==> config.mk <==
export PLATFORM = sky130hd
export DESIGN_NAME = decoder_scan
export DESIGN_NICKNAME = d
export VERILOG_FILES = /design/src/rtl/decoder_scan.sv
export SDC_FILE = /design/constraint.sdc
export NUM_CORES = 1
export LEC_CHECK = 0
export ABC_AREA = 1
export BUFFER_PORTS_ARGS = -buffer_cell sky130_fd_sc_hd__buf_2
export CORE_AREA = 2 2 39 41
export DETAILED_ROUTE_END_ITERATION = 8
export DIE_AREA = 0 0 41 43
export HOLD_SLACK_MARGIN = 0.15
export MAX_ROUTING_LAYER = met4
export SETUP_SLACK_MARGIN = 0.15
export SLEW_MARGIN = 20
export SYNTH_ARGS = -nofsm -noshare
export SYNTH_HDL_FRONTEND = slang
export SYNTH_SLANG_ARGS = --single-unit
==> constraint.sdc <==
create_clock -name clk -period 1.4 [get_ports clk]
set_clock_uncertainty 0.1 [all_clocks]
set_input_delay 0.07 -clock clk [delete_from_list [all_inputs] [get_ports clk]]
set_output_delay 0.07 -clock clk [all_outputs]
set_load 0.03 [all_outputs]
==> src/rtl/decoder_scan.sv <==
// Registered SEL_W-to-2^SEL_W one-hot decoder with enable and optional auto-scan.
// Scan mode, dwell counter and wrap pulse are compiled in only with DECODER_SCAN_SCAN_EN.
module decoder_scan #(
   parameter int SEL_W   = 3,
   parameter int DWELL_W = 8,
   localparam int OUT_W  = 1 << SEL_W
) (
   input  logic               clk,
   input  logic               rst,
   input  logic               en,
   input  logic               mode,
   input  logic [SEL_W-1:0]   sel,
   input  logic [DWELL_W-1:0] dwell,
   output logic [OUT_W-1:0]   y,
   output logic [SEL_W-1:0]   idx,
   output logic               wrap
);

   typedef enum logic [1:0] {
      IDLE   = 2'd0,
      DIRECT = 2'd1,
      SCAN   = 2'd2
   } state_e;

   state_e             state_q, state_d;
   logic [OUT_W-1:0]   y_q, y_d;
   logic [SEL_W-1:0]   idx_q, idx_d;
   logic               wrap_q, wrap_d;

`ifdef DECODER_SCAN_SCAN_EN
   logic [DWELL_W-1:0] cnt_q, cnt_d;
`else
   // mode and dwell have no function when scan is compiled out.
   logic unused_scan_inputs;
   assign unused_scan_inputs = ^{mode, dwell};
`endif

   // NOTE: every signal written here gets a default first, so no path leaves one unassigned (no latches).
   always_comb begin
      state_d = state_q;
      idx_d   = idx_q;
      wrap_d  = 1'b0;
      y_d     = '0;
`ifdef DECODER_SCAN_SCAN_EN
      cnt_d   = cnt_q;
`endif

      if (!en) begin
         state_d = IDLE;
         idx_d   = '0;
`ifdef DECODER_SCAN_SCAN_EN
      end else if (mode) begin
         state_d = SCAN;
         if (state_q != SCAN) begin
            // Entry always restarts at line 0 and never flags a wrap.
            idx_d = '0;
            cnt_d = dwell;
         end else if (cnt_q != '0) begin
            cnt_d = cnt_q - 1'b1;
         end else begin
            idx_d  = idx_q + 1'b1;
            cnt_d  = dwell;
            wrap_d = &idx_q;
         end
`endif
      end else begin
         state_d = DIRECT;
         idx_d   = sel;
      end

      if (state_d != IDLE) begin
         y_d[idx_d] = 1'b1;
      end
   end

   // NOTE: sequential state uses non-blocking assignments only; reset is synchronous, sampled on clk.
   always_ff @(posedge clk) begin
      if (rst) begin
         state_q <= IDLE;
         y_q     <= '0;
         idx_q   <= '0;
         wrap_q  <= 1'b0;
`ifdef DECODER_SCAN_SCAN_EN
         cnt_q   <= '0;
`endif
      end else begin
         state_q <= state_d;
         y_q     <= y_d;
         idx_q   <= idx_d;
         wrap_q  <= wrap_d;
`ifdef DECODER_SCAN_SCAN_EN
         cnt_q   <= cnt_d;
`endif
      end
   end

   assign y    = y_q;
   assign idx  = idx_q;
   assign wrap = wrap_q;

endmodule
### Word-level counts from Yosys, hierarchy flattened

Cells that the tools add are included.
Widths: inputs -> output; s select.

* $mul: 0
* equal/unequal tests: 0
* add/sub/neg operators: 0
* order comparisons: 2
* reductions and logical operators: 3
* multiplexer cells: 4
* divide/modulo/power cells: 0
* bitwise operators: 1
* shifts and indexed selects: 0

Operator list (count)
* $lt 3x4->1 const B: 1
* $demux 1 s3: 1
* $ge 3x1->1 const B: 1
* $mux 3: 1
* $mux 1: 2
* $reduce_bool 2->1: 1
* $reduce_or 2->1: 1
* $logic_and 1x1->1: 1
* $not 1->1: 1

* RAM bits: 0
* memories: 0
* bits in registers: 11
* input bits: 15
* ROM bits: 0
* latch bits: 0

### Logic depth before layout (Yosys ltp)

Gate-level depths: netlist of the first run.

* depth in word-level cells: 5
* gate-level depth with buffers: 3
* gate-level depth less buffers: 3

### Worst setup path before layout of the first run

No wires, ideal clock.

* kind: register -> output
* from: register idx_q[0] (netlist: idx[0])
* to: output idx[0]
* arrival time: 0.459 ns
* setup slack: 0.771 ns
* data required time: 1.230 ns
* stages on the path, launching flop included: 1
* buffers on the path: 0
* path through: dfxtp_1

RTL lines
* start, declared: line 27 `logic [SEL_W-1:0] idx_q, idx_d;`
* start signal, assigned: line 89 `idx_q <= idx_d;`
* end, declared: line 15 `output logic [SEL_W-1:0] idx,`

No word-level cell between the ends.

### Final worst setup path of the first run

* from: input rst
* to: register y_q[6] (netlist: y[6])

* word-level cells in the longest chain between the ends: 1

RTL lines
* start, declared: line 9 `input logic rst,`
* $reduce_or 2->1 (no source line)
* end signal, assigned: line 88 `y_q <= y_d;`
* end, declared: line 26 `logic [OUT_W-1:0] y_q, y_d;`

Every way passes these cells.
A chain may end at the register's enable or synchronous reset.

==> results of run 1 <==
==> worst max-delay path by stage <==
stage | end | slack, ns | depth (start not counted)
after floorplan | idx[0] | 0.77 | 0
after global placement | y[2] | 0.71 | 4
after detailed placement | y[6] | 0.70 | 4
after CTS | y[6] | 0.43 | 5
after global routing | y[4] | 0.33 | 5
final | y[6] | 0.43 | 5
==> area by class of cell <==
class | count | area [µm²]
fillers | 155 | 886
repair buffers | 21 | 130
inverters | 5 | 18.8
clock buffers | 4 | 26.3
well taps | 16 | 20.0
flip-flops and latches | 11 | 220
multi-input cells | 19 | 82.6
==> state kept, by name (all words and copies together), names as in the netlist <==
register / flops
y: 8
idx: 3
==> layer usage <==
metal  vias up  GRT usage, %  wire length (µm)
li1        152             -                 -
met1       123          10.5               238
met2        14          12.8               300
met3         5          3.14                53
met4         0          14.0                44
met5         -             -                 0
==> power groups by stage <==
| stage | Sequential [mW] | Combinational (mW) | Clock [mW] |
|---|---|---|---|
| 2_1_floorplan | 0.343 | 0.0191 | 0 |
| 3_3_place_gp | 0.328 | 0.0526 | 0 |
| 3_5_place_dp | 0.329 | 0.0536 | 0 |
| 4_1_cts | 0.321 | 0.0641 | 0.216 |
| 5_1_grt | 0.322 | 0.0723 | 0.235 |
| 6_report | 0.321 | 0.0643 | 0.209 |
==> kinds of logic (layout without fill, tap and decap cells) <==
| kind of cell | count (synthesis) | in the layout | synth area share [%] |
|---|---|---|---|
| other | 1 | 1 | 1.14 |
| buffers and inverters | 6 | 30 | 7.99 |
| flip-flops | 11 | 11 | 66.9 |
| AND/OR/NAND/NOR | 18 | 18 | 24.0 |
==> cell usage in the layout (no fill, tap or decap) <==
| cell | n |
|---|---|
| nand3_1 | 4 |
| nand2_1 | 3 |
| nand3_2 | 1 |
| nor2_1 | 10 |
| conb_1 | 1 |
| buf_2 | 16 |
| clkbuf_1 | 1 |
| clkbuf_4 | 3 |
| dlygate4sd3_1 | 5 |
| inv_1 | 5 |
| dfxtp_1 | 11 |
==> what timing repair did <==
| action | in CTS | in global routing |
|---|---|---|
| hold buffers | 5 | 0 |
| resized for setup | 0 | 0 |
| endpoints found under the hold margin | 11 | 0 |
==> worst min-delay path, stage by stage <==
cell and delay (ns):
dlygate4sd3_1 0.52, buf_2 0.12, nor2_1 0.04
==> stage by stage <==
| stage | worst slack (ns) | util, % | hold WS, ns | area, µm² | power, mW |
|---|---|---|---|---|---|
| 2_1_floorplan | 0.771 | - | 0.0424 | 329 | 0.362 |
| 3_3_place_gp | 0.710 | 30.5 | 0.161 | 422 | 0.381 |
| 3_5_place_dp | 0.704 | 30.5 | 0.168 | 422 | 0.382 |
| 4_1_cts | 0.432 | 36.0 | 0.421 | 498 | 0.601 |
| 5_1_grt | 0.329 | 36.0 | 0.446 | 498 | 0.629 |
| 6_report | 0.428 | 36.0 | 0.432 | 498 | 0.595 |
==> results.yml, run 1 <==
status:
  status: "completed"
clock_tree:
  cts_max_level: 1
  cts_setup_buffers: 0
  cts_tree: "yes"
  cts_buffers: 3
  clockBufferDepth: 2
  cts-root-buf: "clkbuf_4"
  clock_sinks: 11
  clk_pin_slew_worst_paths_ns: 0.06
power_and_ir_drop:
  power_density_nw_per_um2: 1190
  sw_frac_of_total_pct: 23.7
  max-vdd-ir-drop_v: 0.000306
  p_int_mw: 0.454
  p_clk_share_pct: 35.2
  p_leak_nw: 0.268
  combPwrFrac_pct: 10.8
  p_seq_share_pct: 54.0
  p_switching_mw: 0.141
detailed_routing:
  routedWlPerCell_um: 8.39
  first_pass_iters: 2
  drc: 0
  vias: 294
  first_iter_violations: 3
  ant_nets: 0
  avgViaCountPerCell: 3.87
  totalWireLength_um: 638
yosys:
  synthTopCellsByArea: "dfxtp_1, nor2_1, nand3_1"
  synth_edf_count: 0
  synthMostInstantiatedCell: "dfxtp_1"
  synth.distinct_cells: 8
  ys_seq_elements: 11
  syn_area_per_cell_um2: 9.14
  synth_area_um2: 329
  synth_top_area_share_pct: 66.9
  yosysWarnings: 0
  synth_common_cells: "dfxtp_1, nor2_1, inv_1"
  seq_area_frac_synth_pct: 66.9
  synth_cells: 36
  synth_ff_type: "dfxtp_1"
  synth_top_cell_by_area: "dfxtp_1"
  synth-async-reset-ratio_pct: 0
  synth_nets: 51
grt:
  grt_pass1_vias: 264
  grt_max_degree: 8
  grt_antenna_before_repair: 0
  grt_overflow: 0
  track_usage_pct: 10.3
  grt_pass1_wl_um: 1060
timing:
  fin_crit_sh_pct: 69.5
  slew_violations: 0
  max_freq_ghz: 1.03
  tns_ns: 0
  period_minus_slack_ns: 0.972
  rsz0062_at_grt: "no"
  setup_violations: 0
  final_hold_viol_count: 0
worst_setup_path:
  crit_family: "buffers and inverters"
  slowest_delay_ns: 0.53
  crit_path_end_kind: "flop"
  crit_arrival_ns: 1.08
  cp_max_fo: 4
  path_buf_inv: 3
  path_cells: "dlygate4sd3_1, buf_2, inv_1, nand3_1, nor2_1"
  crit_path_start: "rst"
  crit_type: "in2reg"
  cp_data_required_time_ns: 1.50
  start_kind: "primary input"
  crit_slowest_cell: "dlygate4sd3_1"
layout:
  fin_nets: 76
  finalNonFillerCells: 76
  drive_gt1_share_pct: 33.3
  syn2layout_area_growth_pct: 51.3
  n_antenna_cell: 0
placed_design:
  numPlacedInstances: 67
  hpwlAfterDp_um: 469
  io_buffers: 16
  routabilityCongestion: 0.800
floorplan:
  core_um2: 1380
  io_pins: 27
  dieArea_um2: 1760
  rows: 14
  die_h_um: 43
  die_w_um: 41
  start_util_pct: 23.8
hold_path:
  min_to: "idx[2]"
  hold-path-cell-count: 3
  hp-class: "in2reg"
  worstHoldStart: "rst"
run:
  cap_violations: 0
Note: power is estimated with default switching activity, not from simulation.
==> inputs of run 2 (changes only) <==
==> constraint.sdc (replaced) <==
create_clock -name clk -period 0.88 [get_ports clk]
set_clock_uncertainty 0.1 [all_clocks]
set_input_delay 0.044 -clock clk [delete_from_list [all_inputs] [get_ports clk]]
set_output_delay 0.044 -clock clk [all_outputs]
set_load 0.03 [all_outputs]
==> run 2 against run 1 <==
  * The run now ends with hold timing left
  * Global-route usage down 0.52 points
  * Combinational power up 53%
  * Non-clock buffer count down 5
  * Critical path type is now reg2out
  * Largest power group unchanged
==> results.yml, run 2 (synthesis gave the netlist of run 1 again) <==
status:
  status: "finished with violations"
  violations: "hold timing"
power_and_ir_drop:
  p_clk_share_pct: 34.8
  p_leak_nw: 0.260
  power.total_mw: 0.942
  p_switching_mw: 0.219
  max-vdd-ir-drop_v: 0.000529
  p_int_mw: 0.723
  power_density_nw_per_um2: 1780
  p_seq_share_pct: 54.8
  sw_frac_of_total_pct: 23.2
  combPwrFrac_pct: 10.4
timing:
  fin_crit_sh_pct: 97.6
  tns_ns: 0
  final_hold_viol_count: 10
  max_freq_ghz: 1.16
  slew_violations: 0
  rsz0062_at_grt: "yes"
  period_minus_slack_ns: 0.859
  holdWs_ns: -0.143
  setup_ws_ns: 0.0208
  setup_violations: 0
worst_setup_path:
  slowest_delay_ns: 0.33
  crit_arrival_ns: 0.72
  cp_data_required_time_ns: 0.74
  path_cells: "buf_6"
  crit_family: "flip-flops"
  cp.depth: 1
  crit_path_start: "idx[1]"
  crit_type: "reg2out"
  crit_path_end_kind: "output port"
  start_kind: "flop"
  path_buf_inv: 1
  critical_path.endpoint: "idx[1]"
  cp_max_fo: 1
  crit_slowest_cell: "dfxtp_2"
layout:
  n_antenna_cell: 0
  final_cell_mix: "dfxtp_2, buf_6, nor2_1"
  syn2layout_area_growth_pct: 61.2
  largest_reg_flops: 8
  fillCellCount: 139
  utilization_pct: 38.3
  drive_gt1_share_pct: 56.4
  fin_nets: 71
  finalNonFillerCells: 71
floorplan:
  core_um2: 1380
  io_pins: 27
  dieArea_um2: 1760
  die_w_um: 41
  start_util_pct: 23.8
  die_h_um: 43
  rows: 14
grt:
  grt_overflow: 0
  grt_antenna_before_repair: 0
  grt_pass1_vias: 265
  grt_max_degree: 8
  track_usage_pct: 9.82
  grt_pass1_wl_um: 1010
detailed_routing:
  routedWlPerCell_um: 8.38
  drc: 0
  first_pass_iters: 5
  avgViaCountPerCell: 3.85
  first_iter_violations: 4
  totalWireLength_um: 595
  vias: 273
  ant_nets: 0
clock_tree:
  clockBufferDepth: 2
  clk_pin_slew_worst_paths_ns: 0.06
  cts-root-buf: "clkbuf_4"
  cts_buffers: 3
  cts_max_level: 1
  cts_setup_buffers: 0
  clock_sinks: 11
  cts_tree: "yes"
placed_design:
  numPlacedInstances: 67
  hpwlAfterDp_um: 469
  io_buffers: 16
  dp_slack_ns: 0.210
  routabilityCongestion: 0.800
run:
  cap_violations: 0
hold_path:
  hp-class: "in2reg"
==> run 2: cell types whose count changed in the layout (fill, tap and decap cells not counted) <==
cell           before  now
dfxtp_1            11    0
buf_2              16    5
dlygate4sd3_1       5    0
dfxtp_2             0   11
buf_6               0   11
==> run 2: area by class of cell <==
cell class              count  area, µm²  area share [%]
inverters                   5       18.8            3.54
flip-flops and latches     11        234            44.1
multi-input cells          19       82.6            15.6
clock buffers               4       26.3            4.95
well taps                  16       20.0            3.77
repair buffers             16        149            28.1
==> run 2: through the flow <==
stage | hold slack, ns | area [µm²]
floorplan | 0.0164 | 329
global route | -0.146 | 531
global placement | 0.135 | 422
CTS | -0.149 | 531
detailed placement | 0.142 | 422
finish | -0.143 | 531
==> run 2: repair_timing <==
action,4_1_cts,5_1_grt
setup endpoints to repair,11,11
gates resized for setup,33,0
endpoints found under the hold margin,11,11
==> run 2: worst min-delay path by stage <==
stage / start / end / slack (ns) / cells past startpoint
final: rst / idx[2] / -0.14 / 2
after global routing: rst / idx[2] / -0.15 / 2
after CTS: rst / idx[2] / -0.15 / 2
after detailed placement: rst / idx[2] / 0.14 / 2
after global placement: rst / idx[1] / 0.13 / 2
after floorplan: rst / idx[1] / 0.02 / 1
==> run 2: power by group through the flow <==
stage | combinational (mW) | sequential, mW | clock, mW
after floorplan | 0.0304 | 0.546 | 0
after global placement | 0.0836 | 0.522 | 0
after detailed placement | 0.0852 | 0.523 | 0
after CTS | 0.0983 | 0.516 | 0.343
final | 0.0982 | 0.516 | 0.328
after global routing | 0.110 | 0.516 | 0.367
==> run 2: routing by layer <==
| metal | track usage (%) | routed length, µm | up-vias |
|---|---|---|---|
| met5 | - | 0 | - |
| met4 | 12.0 | 19 | 0 |
| met3 | 3.14 | 50 | 2 |
| met2 | 11.6 | 286 | 15 |
| met1 | 11.1 | 238 | 113 |
| li1 | - | - | 143 |
==> inputs of run 3 (changes only) <==
--- a/config.mk
+++ b/config.mk
@@ -13,7 +13,7 @@
 export HOLD_SLACK_MARGIN = 0.15
 export MAX_ROUTING_LAYER = met4
 export SETUP_SLACK_MARGIN = 0.15
-export SLEW_MARGIN = 20
+export SLEW_MARGIN = 10
 export SYNTH_ARGS = -nofsm -noshare
 export SYNTH_HDL_FRONTEND = slang
 export SYNTH_SLANG_ARGS = --single-unit
==> constraint.sdc (replaced) <==
create_clock -name clk -period 1 [get_ports clk]
set_clock_uncertainty 0.1 [all_clocks]
set_input_delay 0.05 -clock clk [delete_from_list [all_inputs] [get_ports clk]]
set_output_delay 0.05 -clock clk [all_outputs]
set_load 0.03 [all_outputs]
==> run 3 against run 2 <==
  * The run still ends with hold timing left
  * Utilization grew 1.8 points
  * Worst setup slack gained 0.11 ns
  * Sequential power shrank 12%
  * Total power shrank 11%
  * Via count grew 4.0%
  * Wire length grew 0.67%
  * Final cell count grew 2.8%
  * Largest cell class unchanged
  * Highest routed layer unchanged
==> results.yml, run 3 (synthesis gave the netlist of run 1 again) <==
worst_setup_path:
  cp.depth: 1
  slowest_delay_ns: 0.33
  crit_path_end_kind: "output port"
  start_kind: "flop"
  cp_max_fo: 1
  cp_data_required_time_ns: 0.85
  crit_slowest_cell: "dfxtp_2"
  crit_family: "flip-flops"
  path_cells: "buf_6"
  crit_type: "reg2out"
  crit_arrival_ns: 0.72
  path_buf_inv: 1
detailed_routing:
  wl_met3_um: 45
  avgViaCountPerCell: 3.89
  wl_met1_um: 244
  first_pass_iters: 3
  top_layer: "met4"
  route.met2.wl_um: 277
  routedWlPerCell_um: 8.21
  vias: 284
  totalWireLength_um: 599
  first_iter_violations: 3
  drc: 0
  ant_nets: 0
grt:
  grt_pass1_wl_um: 1020
  grt_overflow: 0
  track_usage_pct: 9.83
  grt_antenna_before_repair: 0
  grt_pass1_vias: 271
  grt_max_degree: 8
hold_path:
  min_to: "y[5]"
  hp-class: "in2reg"
  worstHoldStart: "sel[2]"
  hold-path-cell-count: 3
floorplan:
  die_h_um: 43
  die_w_um: 41
  start_util_pct: 23.8
  io_pins: 27
  core_um2: 1380
  rows: 14
  dieArea_um2: 1760
placed_design:
  io_buffers: 16
  routabilityCongestion: 0.800
  hpwlAfterDp_um: 469
  dp_slack_ns: 0.324
  place_area_um2: 422
clock_tree:
  cts_hold_buffers: 2
  cts_buffers: 3
  cts_max_level: 1
  cts_tree: "yes"
  clockBufferDepth: 2
  clk_pin_slew_worst_paths_ns: 0.06
  clock_sinks: 11
  cts-root-buf: "clkbuf_4"
  cts_setup_buffers: 0
timing:
  fin_crit_sh_pct: 86.6
  final_hold_viol_count: 7
  setup_violations: 0
  holdWs_ns: -0.0163
  slew_violations: 0
  rsz0062_at_grt: "yes"
  tns_ns: 0
  setup_ws_ns: 0.134
  period_minus_slack_ns: 0.866
  max_freq_ghz: 1.16
layout:
  syn2layout_area_growth_pct: 68.8
  fillCellCount: 140
  n_antenna_cell: 0
  final_cell_mix: "dfxtp_2, buf_6, nor2_1"
  design_area_um2: 556
  drive_gt1_share_pct: 56.1
  fin_nets: 73
  largest_reg_flops: 8
status:
  status: "finished with violations"
  violations: "hold timing"
power_and_ir_drop:
  sw_frac_of_total_pct: 23.1
  p_seq_share_pct: 54.4
  combPwrFrac_pct: 11.1
  p_leak_nw: 0.274
  power_density_nw_per_um2: 1500
  max-vdd-ir-drop_v: 0.000465
  p_switching_mw: 0.193
  p_int_mw: 0.641
  p_clk_share_pct: 34.5
run:
  cap_violations: 0
-- run 3: cell count changes in the layout (fill, tap and decap cells not counted) --
cell,delta
dlygate4sd3_1,+2
buf_2,-1
clkbuf_4,+1
nor2_1,-1
nor2_2,+1
-- run 3: what timing repair did --
action	4_1_cts	5_1_grt
endpoints found under the hold margin	11	9
setup endpoints to repair	11	13
resized for setup	33	2
gates cloned	0	0
-- run 3: how the worst max path moves through the flow --
stage | end | start | slack (ns)
floorplan | idx[0] | idx[0] | 0.39
global placement | y[2] | rst | 0.33
detailed placement | y[6] | rst | 0.32
CTS | idx[1] | idx[1] | 0.13
global route | idx[1] | idx[1] | 0.10
finish | idx[1] | idx[1] | 0.13
-- run 3: metrics by stage --
| stage | total power, mW | util, % | std cells |
|---|---|---|---|
| final | 0.834 | 40.1 | 73 |
| after global routing | 0.879 | 40.1 | 73 |
| after CTS | 0.847 | 39.8 | 73 |
| after detailed placement | 0.535 | 30.5 | 67 |
| after global placement | 0.533 | 30.5 | 67 |
| after floorplan | 0.507 | - | 36 |
-- run 3: cell type report --
| type | instances | area [µm²] | share of cell area [%] |
|---|---|---|---|
| sequential | 11 | 234 | 42.1 |
| tap | 16 | 20.0 | 3.60 |
| timing repair buffer | 18 | 171 | 30.9 |
| multi-input combinational | 19 | 85.1 | 15.3 |
| clock buffer | 4 | 26.3 | 4.73 |
| inverter | 5 | 18.8 | 3.38 |
-- run 3: power by group through the flow --
stage	Clock [mW]	Sequential (mW)	Combinational [mW]
after floorplan	0	0.480	0.0267
after global placement	0	0.460	0.0736
after detailed placement	0	0.460	0.0750
after CTS	0.302	0.454	0.0909
after global routing	0.322	0.454	0.102
final	0.288	0.454	0.0925
-- run 3: layer usage --
layer / global-route usage (%) / vias up
met4: 12.0 / 0
met2: 11.6 / 13
met1: 11.1 / 120
met3: 3.14 / 4
met5: - / -
li1: - / 147
